## src/rtl/cpu_dbg_pkg.sv

```systemverilog
// Shared definitions for the CPU debug register-read port.
// Contents:
//   DBG_SEL_W, DBG_DATA_W - debug port widths, matching sccomp's debug port
//   dump_state_e          - reg_dump_ctrl sequencing states
package cpu_dbg_pkg;

    localparam int unsigned DBG_SEL_W  = 5;
    localparam int unsigned DBG_DATA_W = 32;

    typedef enum logic [1:0] {
        StIdle,
        StWait,
        StEmit,
        StDone
    } dump_state_e;

endpackage

```

## src/rtl/reg_dump_ctrl.sv

```systemverilog
// Register dump controller: on start, walks reg_sel from FIRST_REG to LAST_REG,
// holds each index for SETTLE cycles, captures reg_data and offers the
// (index, value) pair on a valid/ready stream.
// Ports:
//   clk, rstn            - clock, asynchronous active-low reset
//   start, abort         - begin a dump (IDLE only) / cancel a dump in progress
//   reg_sel, reg_data    - CPU debug read port (data is combinational from sel)
//   out_valid, out_ready - output stream handshake
//   out_idx, out_data    - captured register index and value
//   busy, done           - activity flag, one-cycle completion pulse
module reg_dump_ctrl
    import cpu_dbg_pkg::*;
#(
    parameter int unsigned SEL_W     = DBG_SEL_W,
    parameter int unsigned DATA_W    = DBG_DATA_W,
    parameter int unsigned FIRST_REG = 0,
    parameter int unsigned LAST_REG  = 31,
    parameter int unsigned SETTLE    = 2
) (
    input  logic              clk,
    input  logic              rstn,
    input  logic              start,
    input  logic              abort,
    output logic [SEL_W-1:0]  reg_sel,
    input  logic [DATA_W-1:0] reg_data,
    output logic              out_valid,
    input  logic              out_ready,
    output logic [SEL_W-1:0]  out_idx,
    output logic [DATA_W-1:0] out_data,
    output logic              busy,
    output logic              done
);

    // Counter only ever holds SETTLE-1 down to 0.
    localparam int unsigned CntW = (SETTLE > 1) ? $clog2(SETTLE) : 1;

    dump_state_e       state_q, state_d;
    logic [CntW-1:0]   cnt_q, cnt_d;
    logic [SEL_W-1:0]  sel_q, sel_d;
    logic              valid_q, valid_d;
    logic [SEL_W-1:0]  idx_q, idx_d;
    logic [DATA_W-1:0] data_q, data_d;

    always_ff @(posedge clk or negedge rstn) begin
        if (!rstn) begin
            state_q <= StIdle;
            cnt_q   <= '0;
            sel_q   <= '0;
            valid_q <= 1'b0;
            idx_q   <= '0;
            data_q  <= '0;
        end else begin
            state_q <= state_d;
            cnt_q   <= cnt_d;
            sel_q   <= sel_d;
            valid_q <= valid_d;
            idx_q   <= idx_d;
            data_q  <= data_d;
        end
    end

    always_comb begin
        state_d = state_q;
        cnt_d   = cnt_q;
        sel_d   = sel_q;
        valid_d = valid_q;
        idx_d   = idx_q;
        data_d  = data_q;

        if (abort) begin
            // Abort beats start in IDLE and a same-cycle handshake elsewhere.
            state_d = StIdle;
            valid_d = 1'b0;
        end else begin
            case (state_q)
                StIdle: begin
                    if (start) begin
                        state_d = StWait;
                        sel_d   = SEL_W'(FIRST_REG);
                        cnt_d   = CntW'(SETTLE - 1);
                    end
                end
                StWait: begin
                    if (cnt_q != '0) begin
                        cnt_d = cnt_q - CntW'(1);
                    end else begin
                        data_d  = reg_data;
                        idx_d   = sel_q;
                        valid_d = 1'b1;
                        state_d = StEmit;
                    end
                end
                StEmit: begin
                    if (out_ready) begin
                        valid_d = 1'b0;
                        if (sel_q == SEL_W'(LAST_REG)) begin
                            state_d = StDone;
                        end else begin
                            sel_d   = sel_q + SEL_W'(1);
                            cnt_d   = CntW'(SETTLE - 1);
                            state_d = StWait;
                        end
                    end
                end
                StDone: begin
                    state_d = StIdle;
                end
                default: begin
                    state_d = StIdle;
                end
            endcase
        end
    end

    assign reg_sel   = sel_q;
    assign out_valid = valid_q;
    assign out_idx   = idx_q;
    assign out_data  = data_q;
    assign busy      = (state_q != StIdle);
    // An abort arriving in DONE suppresses the pulse.
    assign done      = (state_q == StDone) && !abort;

endmodule

```

## config.mk

```make
export PLATFORM = sky130hd
export DESIGN_NAME = reg_dump_ctrl
export DESIGN_NICKNAME = d
export VERILOG_FILES = /design/src/rtl/cpu_dbg_pkg.sv /design/src/rtl/reg_dump_ctrl.sv
export SDC_FILE = /design/constraint.sdc
export NUM_CORES = 1
export LEC_CHECK = 0
export ABC_AREA = 1
export CORE_ASPECT_RATIO = 0.9
export CORE_MARGIN = 2
export CORE_UTILIZATION = 40
export DETAILED_ROUTE_END_ITERATION = 6
export GPL_TIMING_DRIVEN = 0
export PLACE_DENSITY = 0.82
export SYNTH_ARGS = -nofsm -noshare
export SYNTH_HDL_FRONTEND = slang
export SYNTH_SLANG_ARGS = --single-unit
```

## constraint.sdc

```tcl
create_clock -name clk -period 1.7 [get_ports clk]
set_input_delay 0.34 -clock clk [delete_from_list [all_inputs] [get_ports clk]]
set_output_delay 0.34 -clock clk [all_outputs]
set_load 0.02 [all_outputs]
```

[After elaboration in Yosys (flattened, before gate mapping)]
Cells that the tools add are included.
Word-level totals
  output and inout port bits: 45
  bits in registers: 46
Operators by class
  bitwise operators: 2
  equal/unequal tests: 10
  muxes and demuxes: 19
  add/sub/neg operators: 2
  reductions and logical operators: 12
Operators by type and width (count)
  $mux 5: 3
  $mux 2: 5
  $pmux 5 s2: 1
  $reduce_and 5->1: 2
  $ne 3x3->1 const B: 3
  $reduce_and 3->1: 3
  $pmux 2 s4: 1
  $mux 1: 7
  $ne 2x2->1 const B: 3
  $reduce_bool 3->1: 2
  $add 5x1->5 const B: 1
  $eq 5x5->1 const B: 1
  $eq 2x2->1 const B: 2
  $reduce_bool 2->1: 2
  $pmux 1 s3: 1
  $eq 2x1->1 const B: 1
  $logic_not 2->1: 1
  $not 1->1: 2
  $pmux 1 s2: 1
  $logic_and 1x1->1: 1
  $logic_not 1->1: 1
  $sub 1x1->1 const B: 1

[Logic depth before layout (Yosys ltp)]
Gate-level depths: netlist (run 1).
  word-level depth: 5
  mapped depth: 9
  gate-level depth less buffers: 9

[Worst setup path after synthesis (run 1)]
No wires, ideal clock.
  kind: register to register
  from: register sel_q[0] (netlist: reg_sel[0])
  to: register sel_q[3] (netlist: reg_sel[3])
  data arrival time: 1.463 ns
  setup time: 0.116 ns
  path slack: 0.121 ns
  cell stages (with the launch flop): 9
  path through: dfrtp_1 ha_1 nand2_1 nor2_1 ha_1 o21ai_1 nand3_1 nand2_1 nand2_1
On the way
  cells in the longest elaborated chain, start to end: 4
RTL lines
  start, declared: line reg_dump_ctrl.sv:39  | logic [SEL_W-1:0] sel_q, sel_d;
  start signal, assigned: line reg_dump_ctrl.sv:55  | sel_q <= sel_d;
  $add 5x1->5: line reg_dump_ctrl.sv:99  | sel_d = sel_q + SEL_W'(1);
  $mux 5: line reg_dump_ctrl.sv:96  | if (sel_q == SEL_W'(LAST_REG)) begin
  $mux 5: line reg_dump_ctrl.sv:94  | if (out_ready) begin
  $pmux 5 s2: line reg_dump_ctrl.sv:75  | case (state_q)
Parallel ways exist; a longest one is shown, timed or not. The select of a mux whose other input is x is not followed.
A chain may end at the register's enable or synchronous reset.

[Worst setup path after layout (run 1)]
  from: register sel_q[3] (netlist: reg_sel[3])
  to: output port reg_sel[3]
RTL lines
  end, declared: line reg_dump_ctrl.sv:24  | output logic [SEL_W-1:0] reg_sel,
No word-level cell between the ends.

==> flow_summary.ini, run 1 <==
[run_status]
status = completed

[timing]
hold_viol_final = 0
rsz0062_at_grt = false
report.final.slew_viol_count = 0
period_needed_ns = 1.644
fin_crit_sh = 0.9671
max_freq_mhz = 608.3
tightestPinTransition_ns = 0.4343
relSlewSlack = 0.7105
finClkSkew_ns = 0.005095
setup_viol = 0

[layout]
utilization = 0.6304
nets = 369
syn2layout_area_growth_pct = 51.11
fillers = 418
drive_gt1_frac = 0.09668
diodes = 0
design_area_sq_um = 3067

[global_routing]
grt_pass1_vias = 1736
grt_antenna_before_repair = 0
grt_pass1_wl_um = 8114
grt.total_usage = 0.1829
overflow = 0
grt_max_degree = 36

[cts]
cts_buffer_depth = 2
h-tree-depth = 2
cts_buffers = 5
clock_tree.root_cell = clkbuf_8
clock_latency_ns = 0.29
post_cts_buffers = 0
path_clk_slew_ns = 0.09
cts.sinks = 46
tritoncts = built

[yosys]
yosys.area.top_type_share = 0.5672
yosysWarnings = 0
yosysTopAreaCell = dfrtp_1
synth_cells = 240
synthTopCellsByArea = dfrtp_1 (57%), nand2_1 (19%), nand3_1 (11%), buf_6 (2.8%), nor2_1 (1.8%)
syn_avg_cell_area_sq_um = 8.456
yosysMostFrequentCell = nand2_1
synthFlopType = dfrtp_1
async_flop_share = 1.000
ys_ff_latch = 46
ys_seq_area_frac = 0.5672
syn_area_sq_um = 2029
yosys-top-cells-count = nand2_1 (103), dfrtp_1 (46), nand3_1 (45), nor2_1 (10), inv_1 (9)
synth_cell_types = 20
synthesis.nets = 279
synth_edf_count = 0

[setup_path]
arrival_ns = 1.30
cp_top_family = buffers and inverters
cp_max_fo = 4
r2r_cells = 9
crit_type = flop to output port
slowest_delay_ns = 0.62
cp_num_cells = 1
cp_slowest_cell = clkdlybuf4s50_1
start_kind = flop
cp.buffers_inverters = 1
critPathRequiredTime_ns = 1.36
crit_path_cell_trace = clkdlybuf4s50_1
worstSetupEndpointType = output port

[placement]
gp_congestion = 0.8954
io_buffers = 81
dp_hpwl_um = 3733
placed_cell_area_sq_um = 2937

[job]
maxCapViolCount = 0

[detailed_routing]
wl_um = 5177
viasPerCell = 4.955
wire_per_inst_um = 13.07
ant_nets = 0
first_iter_violations = 138
num_vias = 1962
dr.pass1.iters = 4
drc_errors = 0

[die]
chipHeight_um = 71.58
initial_core_util = 0.4172
ios = 82
dieArea_sq_um = 5660
fp.dieW_um = 79.08
placementRows = 24
design.core.area_sq_um = 4865

[power_and_ir_drop]
leakage_uw = 0.001534
vdd_drop_max_uv = 706.0
power_density_nw_per_um2 = 1545

[hold_path]
hold_path.class = input pin to asynchronous set/reset pin
[metal layers]
metal / share of wire / vias up / track usage
li1: - / 942 / -
met1: 0.45 / 945 / 0.2461
met2: 0.46 / 71 / 0.2957
met3: 0.078 / 4 / 0.03778
met4: 0.0089 / 0 / 0.06705
met5: 0 / - / 0
[power breakdown]
part	switching, uW	internal, uW	total (uW)	leakage, uW
Clock	359	327	686	0.0000472
Combinational	1280	1030	2310	0.000897
Sequential	247	1490	1740	0.000589
[worst paths after layout]
check                               end  slack, ns       start
max                          reg_sel[3]       0.06  reg_sel[3]
max in group asynchronous    reg_sel[0]       0.73        rstn
min reg2reg                  out_idx[2]       0.48  out_idx[2]
min                        out_data[14]       0.47        rstn
min in group clk             out_idx[2]       0.48  out_idx[2]
max reg2reg                  reg_sel[2]       0.16  reg_sel[0]
[logic make-up after synthesis]
| kind of cell | synth area share |
|---|---|
| adder cells (fa/ha/maj) | 0.01233 |
| buffers and inverters | 0.06350 |
| AO/OA/AOI/OAI | 0.01603 |
| flip-flops | 0.5672 |
| AND/OR/NAND/NOR | 0.3409 |
[stage by stage]
stage	hold WS, ns	power (uW)	std cells	setup TNS (ns)	worst slack [ns]
6_report	0.4652	4739	396	0	0.05595
5_1_grt	0.4854	5027	396	0	0.01017
4_1_cts	0.4787	4743	396	0	0.01502
3_5_place_dp	0.2481	4068	387	-3.131	-0.3663
3_3_place_gp	0.4533	4011	386	-47.48	-0.9779
2_1_floorplan	0.04441	2966	240	0	0.1206
[layout by cell type, fill, tap and decap left out, types with 2 or more instances in the layout]
cell type        instances
inv_2                    2
dfrtp_2                  3
o21ai_0                  2
nand2_1                103
nor2_1                  10
dlygate4sd2_1            5
buf_2                    5
clkdlybuf4s50_1         73
dfrtp_1                 43
clkbuf_8                 6
nor2_4                   2
a21oi_1                  2
nand3_1                 44
inv_1                    9
buf_6                    5
[layout make-up]
| class | count | area, sq um | share of cell area |
|---|---|---|---|
| tap | 65 | 81.33 | 0.02652 |
| inverter | 11 | 41.29 | 0.01346 |
| clock inverter | 2 | 12.51 | 0.004080 |
| clock buffer | 6 | 82.58 | 0.02693 |
| multi-input combinational | 172 | 773.2 | 0.2521 |
| buffer | 11 | 87.58 | 0.02856 |
| timing repair buffer | 83 | 833.3 | 0.2717 |
| sequential | 46 | 1155 | 0.3766 |
[registers in the layout (all words and copies together) (netlist names)]
register and cells:
out_data 32, out_idx 5, reg_sel 5, state_q 2, cnt_q 1, out_valid 1
[timing repair]
action | 4_1_cts | 5_1_grt
gates cloned | 0 | 0
endpoints found under the hold margin | 11 | 0
hold buffers | 1 | 0
pin swaps | 0 | 2
gates resized for setup | 11 | 7
setup endpoints to repair | 6 | 8
(Power assumes the default switching activity.)
==> inputs of run 2 (changes only) <==
CELL_PAD_IN_SITES_DETAIL_PLACEMENT = 1   (was not set)
CELL_PAD_IN_SITES_GLOBAL_PLACEMENT = 1   (was not set)
CORE_UTILIZATION = 30   (was 40)
PLACE_DENSITY = 0.85   (was 0.82)
==> flow_summary.ini, run 2 (synthesis gave the netlist of run 1 again) <==
[power_and_ir_drop]
p_total_uw = 4813
vdd_drop_max_uv = 444.7
leakage_uw = 0.001551
power_density_nw_per_um2 = 1545

[global_routing]
grt_pass1_wl_um = 9984
grt_pass1_vias = 2001
grt.total_usage = 0.1708
grt_max_degree = 26
grt_antenna_before_repair = 0
overflow = 0

[setup_path]
critPathRequiredTime_ns = 1.36
arrival_ns = 1.29
crit_type = flop to output port
worstSetupEndpointType = output port
slowest_delay_ns = 0.63
start_kind = flop
r2r_cells = 8
cp_max_fo = 2
cp_slowest_cell = clkdlybuf4s50_1
r2r_end = reg_sel[1]
r2r_slack_ns = 0.15
crit_path_cell_trace = clkdlybuf4s50_1
r2r_start = reg_sel[0]
cp.buffers_inverters = 1
cp_top_family = buffers and inverters

[detailed_routing]
wire_per_inst_um = 14.45
drc_errors = 0
ant_nets = 0
num_vias = 1919
first_iter_violations = 91
dr.pass1.iters = 4
wl_um = 6100
viasPerCell = 4.547

[die]
dieArea_sq_um = 7439
chipHeight_um = 82.03
placementRows = 28
fp.dieW_um = 90.70
initial_core_util = 0.3098
design.core.area_sq_um = 6551
ios = 82

[timing]
finClkSkew_ns = 0.008837
relSlewSlack = 0.5875
max_freq_mhz = 612.3
period_needed_ns = 1.633
rsz0062_at_grt = false
hold_viol_final = 0
report.final.slew_viol_count = 0
timing.setup.tns_ns = 0
fin_crit_sh = 0.9606
tightestPinTransition_ns = 0.6187
setup_viol = 0

[job]
maxCapViolCount = 0

[layout]
layout_common_cells = nand2_1 (102), clkdlybuf4s50_1 (72), nand3_1 (43)
nets = 370
syn2layout_area_growth_pct = 53.51
diodes = 0
final_common_cell = nand2_1
fillers = 801
drive_gt1_frac = 0.1084
largest_reg_flops = 32
seqCellArea_sq_um = 1156
multi_input_area_sq_um = 778.2

[hold_path]
hold_path.class = input pin to asynchronous set/reset pin

[placement]
dp_hpwl_um = 4577
io_buffers = 81
gp_congestion = 0.7798

[cts]
cts_buffer_depth = 2
h-tree-depth = 2
clock_latency_ns = 0.30
path_clk_slew_ns = 0.09
cts_buffers = 5
ctsHoldBuffers = 0
clock_tree.root_cell = clkbuf_8
cts.sinks = 46
tritoncts = built

[run_status]
status = completed
==> run 2: final cells by class <==
cell class | count | area share
plain buffers | 11 | 0.02811
clock buffers | 6 | 0.02651
clock inverters | 2 | 0.004016
inverters | 11 | 0.01325
multi-input cells | 172 | 0.2498
flip-flops and latches | 46 | 0.3711
well taps | 90 | 0.03614
repair buffers | 84 | 0.2711
==> run 2: repair_timing <==
action / 4_1_cts / 5_1_grt
pin swaps: 0 / 2
setup endpoints to repair: 12 / 9
setup buffers: 0 / 2
resized for setup: 12 / 9
==> run 2: where the power goes <==
part           internal [uW]  switching (uW)  leakage [uW]
Sequential              1490             254      0.000588
Clock                    327             369     0.0000472
Combinational           1040            1330      0.000916
==> run 2: per-layer routing <==
metal / vias up / GRT usage / part of all wire
met3: 2 / 0.04312 / 0.053
met2: 56 / 0.2888 / 0.48
li1: 942 / - / -
met1: 919 / 0.2244 / 0.46
met5: - / 0 / 0
met4: 0 / 0.03692 / 0.0051
==> run 2: worst max path at each step <==
stage,startpoint,end,slack [ns],cells after the start
floorplan,reg_sel[0],reg_sel[3],0.12,8
global placement,rstn,out_data[24],-1.06,1
detailed placement,abort,done,-0.40,3
CTS,reg_sel[3],reg_sel[3],0.02,1
global route,state_q[0],done,0.02,3
finish,out_data[4],out_data[4],0.07,1
==> run 2: metrics by stage <==
step | area (sq um) | worst slack, ns | utilization | std cells | hold WS (ns)
finish | 3115 | 0.06694 | 0.4756 | 422 | 0.05213
global route | 3115 | 0.02169 | 0.4756 | 422 | 0.07531
CTS | 3073 | 0.01567 | 0.4691 | 420 | 0.05502
detailed placement | 2975 | -0.4014 | 0.4542 | 412 | 0.3770
global placement | 2953 | -1.058 | 0.4507 | 411 | 0.4521
floorplan | 2029 | 0.1206 | - | 240 | 0.04441
==> inputs of run 3 (changes only) <==
ABC_AREA = not set   (was 1)
CORE_MARGIN = 10   (was 2)
CORE_UTILIZATION = 40   (was 30)
DONT_BUFFER_PORTS = 1   (was not set)
PLACE_DENSITY = 0.72   (was 0.85)
==> flow_summary.ini, run 3 <==
[layout]
design_area_sq_um = 2345
drive_gt1_frac = 0.4658
seqCellArea_sq_um = 1154
final_common_cell = dfrtp_1
multi_input_area_sq_um = 867.1
syn2layout_area_growth_pct = 14.20
nets = 184
fillers = 475
diodes = 0
layout_common_cells = dfrtp_1 (44), mux2_4 (31), mux2_2 (7)
largest_reg_flops = 32
final_cells = 211

[detailed_routing]
num_vias = 1126
wl_um = 4824
viasPerCell = 5.336
wire_per_inst_um = 22.86
dr.pass1.iters = 4
ant_nets = 0
drc_errors = 0
first_iter_violations = 47

[timing]
hold_viol_final = 0
holdWs_ns = 0.1001
relSlewSlack = 0.7506
setup_viol = 4
fin_crit_sh = 1.064
setup_slack_ns = -0.1080
rsz0062_at_grt = true
period_needed_ns = 1.808
report.final.slew_viol_count = 0
tightestPinTransition_ns = 0.3742
finClkSkew_ns = 0.003674
max_freq_mhz = 553.1

[setup_path]
worstSetupStartpoint = reg_sel[0]
cp_max_fo = 6
arrival_ns = 1.99
r2r_slack_ns = -0.11
r2r_start = reg_sel[0]
crit_type = flop to flop
critPathRequiredTime_ns = 1.88
r2r_cells = 6
worstSetupEndpointType = flop
start_kind = flop
r2r_end = reg_sel[0]
crit_end = reg_sel[0]

[power_and_ir_drop]
leakage_uw = 0.001049
p_comb_frac = 0.225
power_density_nw_per_um2 = 1668
p_sw_uw = 1492
power.share.clock = 0.165
p_seq_frac = 0.610
sw_frac_of_total = 0.3813
p_int_uw = 2421
vdd_drop_max_uv = 890.8

[global_routing]
grt_pass1_vias = 1241
grt_pass1_wl_um = 7507
grt_max_degree = 47
overflow = 0
grt.total_usage = 0.1166
grt_antenna_before_repair = 0

[cts]
h-tree-depth = 2
cts_buffer_depth = 2
path_clk_slew_ns = 0.08
cts_buffers = 5
clock_latency_ns = 0.29
clock_tree.root_cell = clkbuf_8
cts.sinks = 46
tritoncts = built

[run_status]
status = finished with violations
violations = setup timing

[placement]
dp_cells = 197
dp_hpwl_um = 3624
pre_cts_ws_ns = -0.2206
io_buffers = 0
placed_cell_area_sq_um = 2145
gp_congestion = 0.7519

[yosys]
yosys.area.top_type_share = 0.5606
synth_edf_count = 0
yosysMostFrequentCell = dfrtp_1
yosysTopAreaCell = dfrtp_1
syn_avg_cell_area_sq_um = 15.55
synth_cells = 132
synth_cell_types = 28
syn_area_sq_um = 2053
yosysWarnings = 0
async_flop_share = 1.000
synthesis.nets = 171
ys_ff_latch = 46
ys_seq_area_frac = 0.5606
synthFlopType = dfrtp_1
yosys-top-cells-count = dfrtp_1 (46), mux2_4 (30), mux2_2 (8), nand2_1 (5)
synthTopCellsByArea = dfrtp_1 (56%), mux2_4 (22%), mux2_2 (4.4%), buf_12 (2.9%), ha_1 (1.2%)

[die]
design.core.area_sq_um = 4895
placementRows = 24
chipHeight_um = 87.97
fp.dieW_um = 95.52
ios = 82
dieArea_sq_um = 8403
initial_core_util = 0.4195

[hold_path]
hold_path.class = input pin to flop

[job]
maxCapViolCount = 0
==> run 3: final cells by class <==
cell class / count / share of cell area
Sequential cell: 46 / 0.4920
Multi-Input combinational cell: 78 / 0.3698
Buffer: 6 / 0.03469
Tap cell: 65 / 0.03469
Clock buffer: 6 / 0.03095
Timing Repair Buffer: 6 / 0.02882
Clock inverter: 2 / 0.005870
Inverter: 2 / 0.003202
==> run 3: kinds of logic (layout without fill, tap and decap cells) <==
logic type               count (synthesis)  in the layout  synth area share
multiplexers                            40             40            0.2730
adder cells (fa/ha/maj)                  2              2           0.01219
buffers and inverters                    8             22           0.04327
AND/OR/NAND/NOR                         24             24           0.07069
flip-flops                              46             46            0.5606
AO/OA/AOI/OAI                           12             12           0.04022
==> run 3: repair_timing <==
item	in CTS	in global routing
resized for setup	6	2
endpoints found under the setup margin	6	6
endpoints found under the hold margin	46	0
pin swaps	2	3
hold buffers	2	0
buffers inserted	4	0
==> run 3: how the worst min path moves through the flow <==
stage,cells after the start,end,slack (ns),startpoint
floorplan,0,cnt_q,0.04,rstn
global placement,0,out_data[26],0.05,rstn
detailed placement,0,out_data[29],0.05,rstn
CTS,1,out_valid,0.08,abort
global route,1,out_valid,0.08,abort
finish,1,out_valid,0.10,abort
==> run 3: routing by layer <==
layer | share of wire | track usage | vias up
met1 | 0.37 | 0.1352 | 576
li1 | - | - | 488
met5 | 0 | 0 | -
met2 | 0.47 | 0.1734 | 58
met3 | 0.16 | 0.07186 | 4
met4 | 0.0085 | 0.04016 | 0
==> run 3: stage by stage <==
stage | utilization | setup TNS [ns] | power [uW]
floorplan | - | -0.09771 | 3017
global placement | 0.4381 | -0.4197 | 3193
detailed placement | 0.4381 | -0.5135 | 3267
CTS | 0.4767 | -0.4334 | 3995
global route | 0.4790 | -0.7505 | 4181
finish | 0.4790 | -0.3394 | 3912
==> run 3: power by group through the flow <==
stage,logic (uW),registers [uW],clock network (uW)
2_1_floorplan,750,2270,0
3_3_place_gp,796,2400,0
3_5_place_dp,834,2430,0
4_1_cts,892,2420,688
5_1_grt,956,2470,755
6_report,880,2390,646
==> run 3: worst max-delay path, cell delays in order, from the launching register on <==
cell and delay (ns):
dfrtp_2 0.50, ha_4 0.17, and3_4 0.17, ha_4 0.12, and3b_2 0.22, o21a_4 0.22
mux2_4 0.29
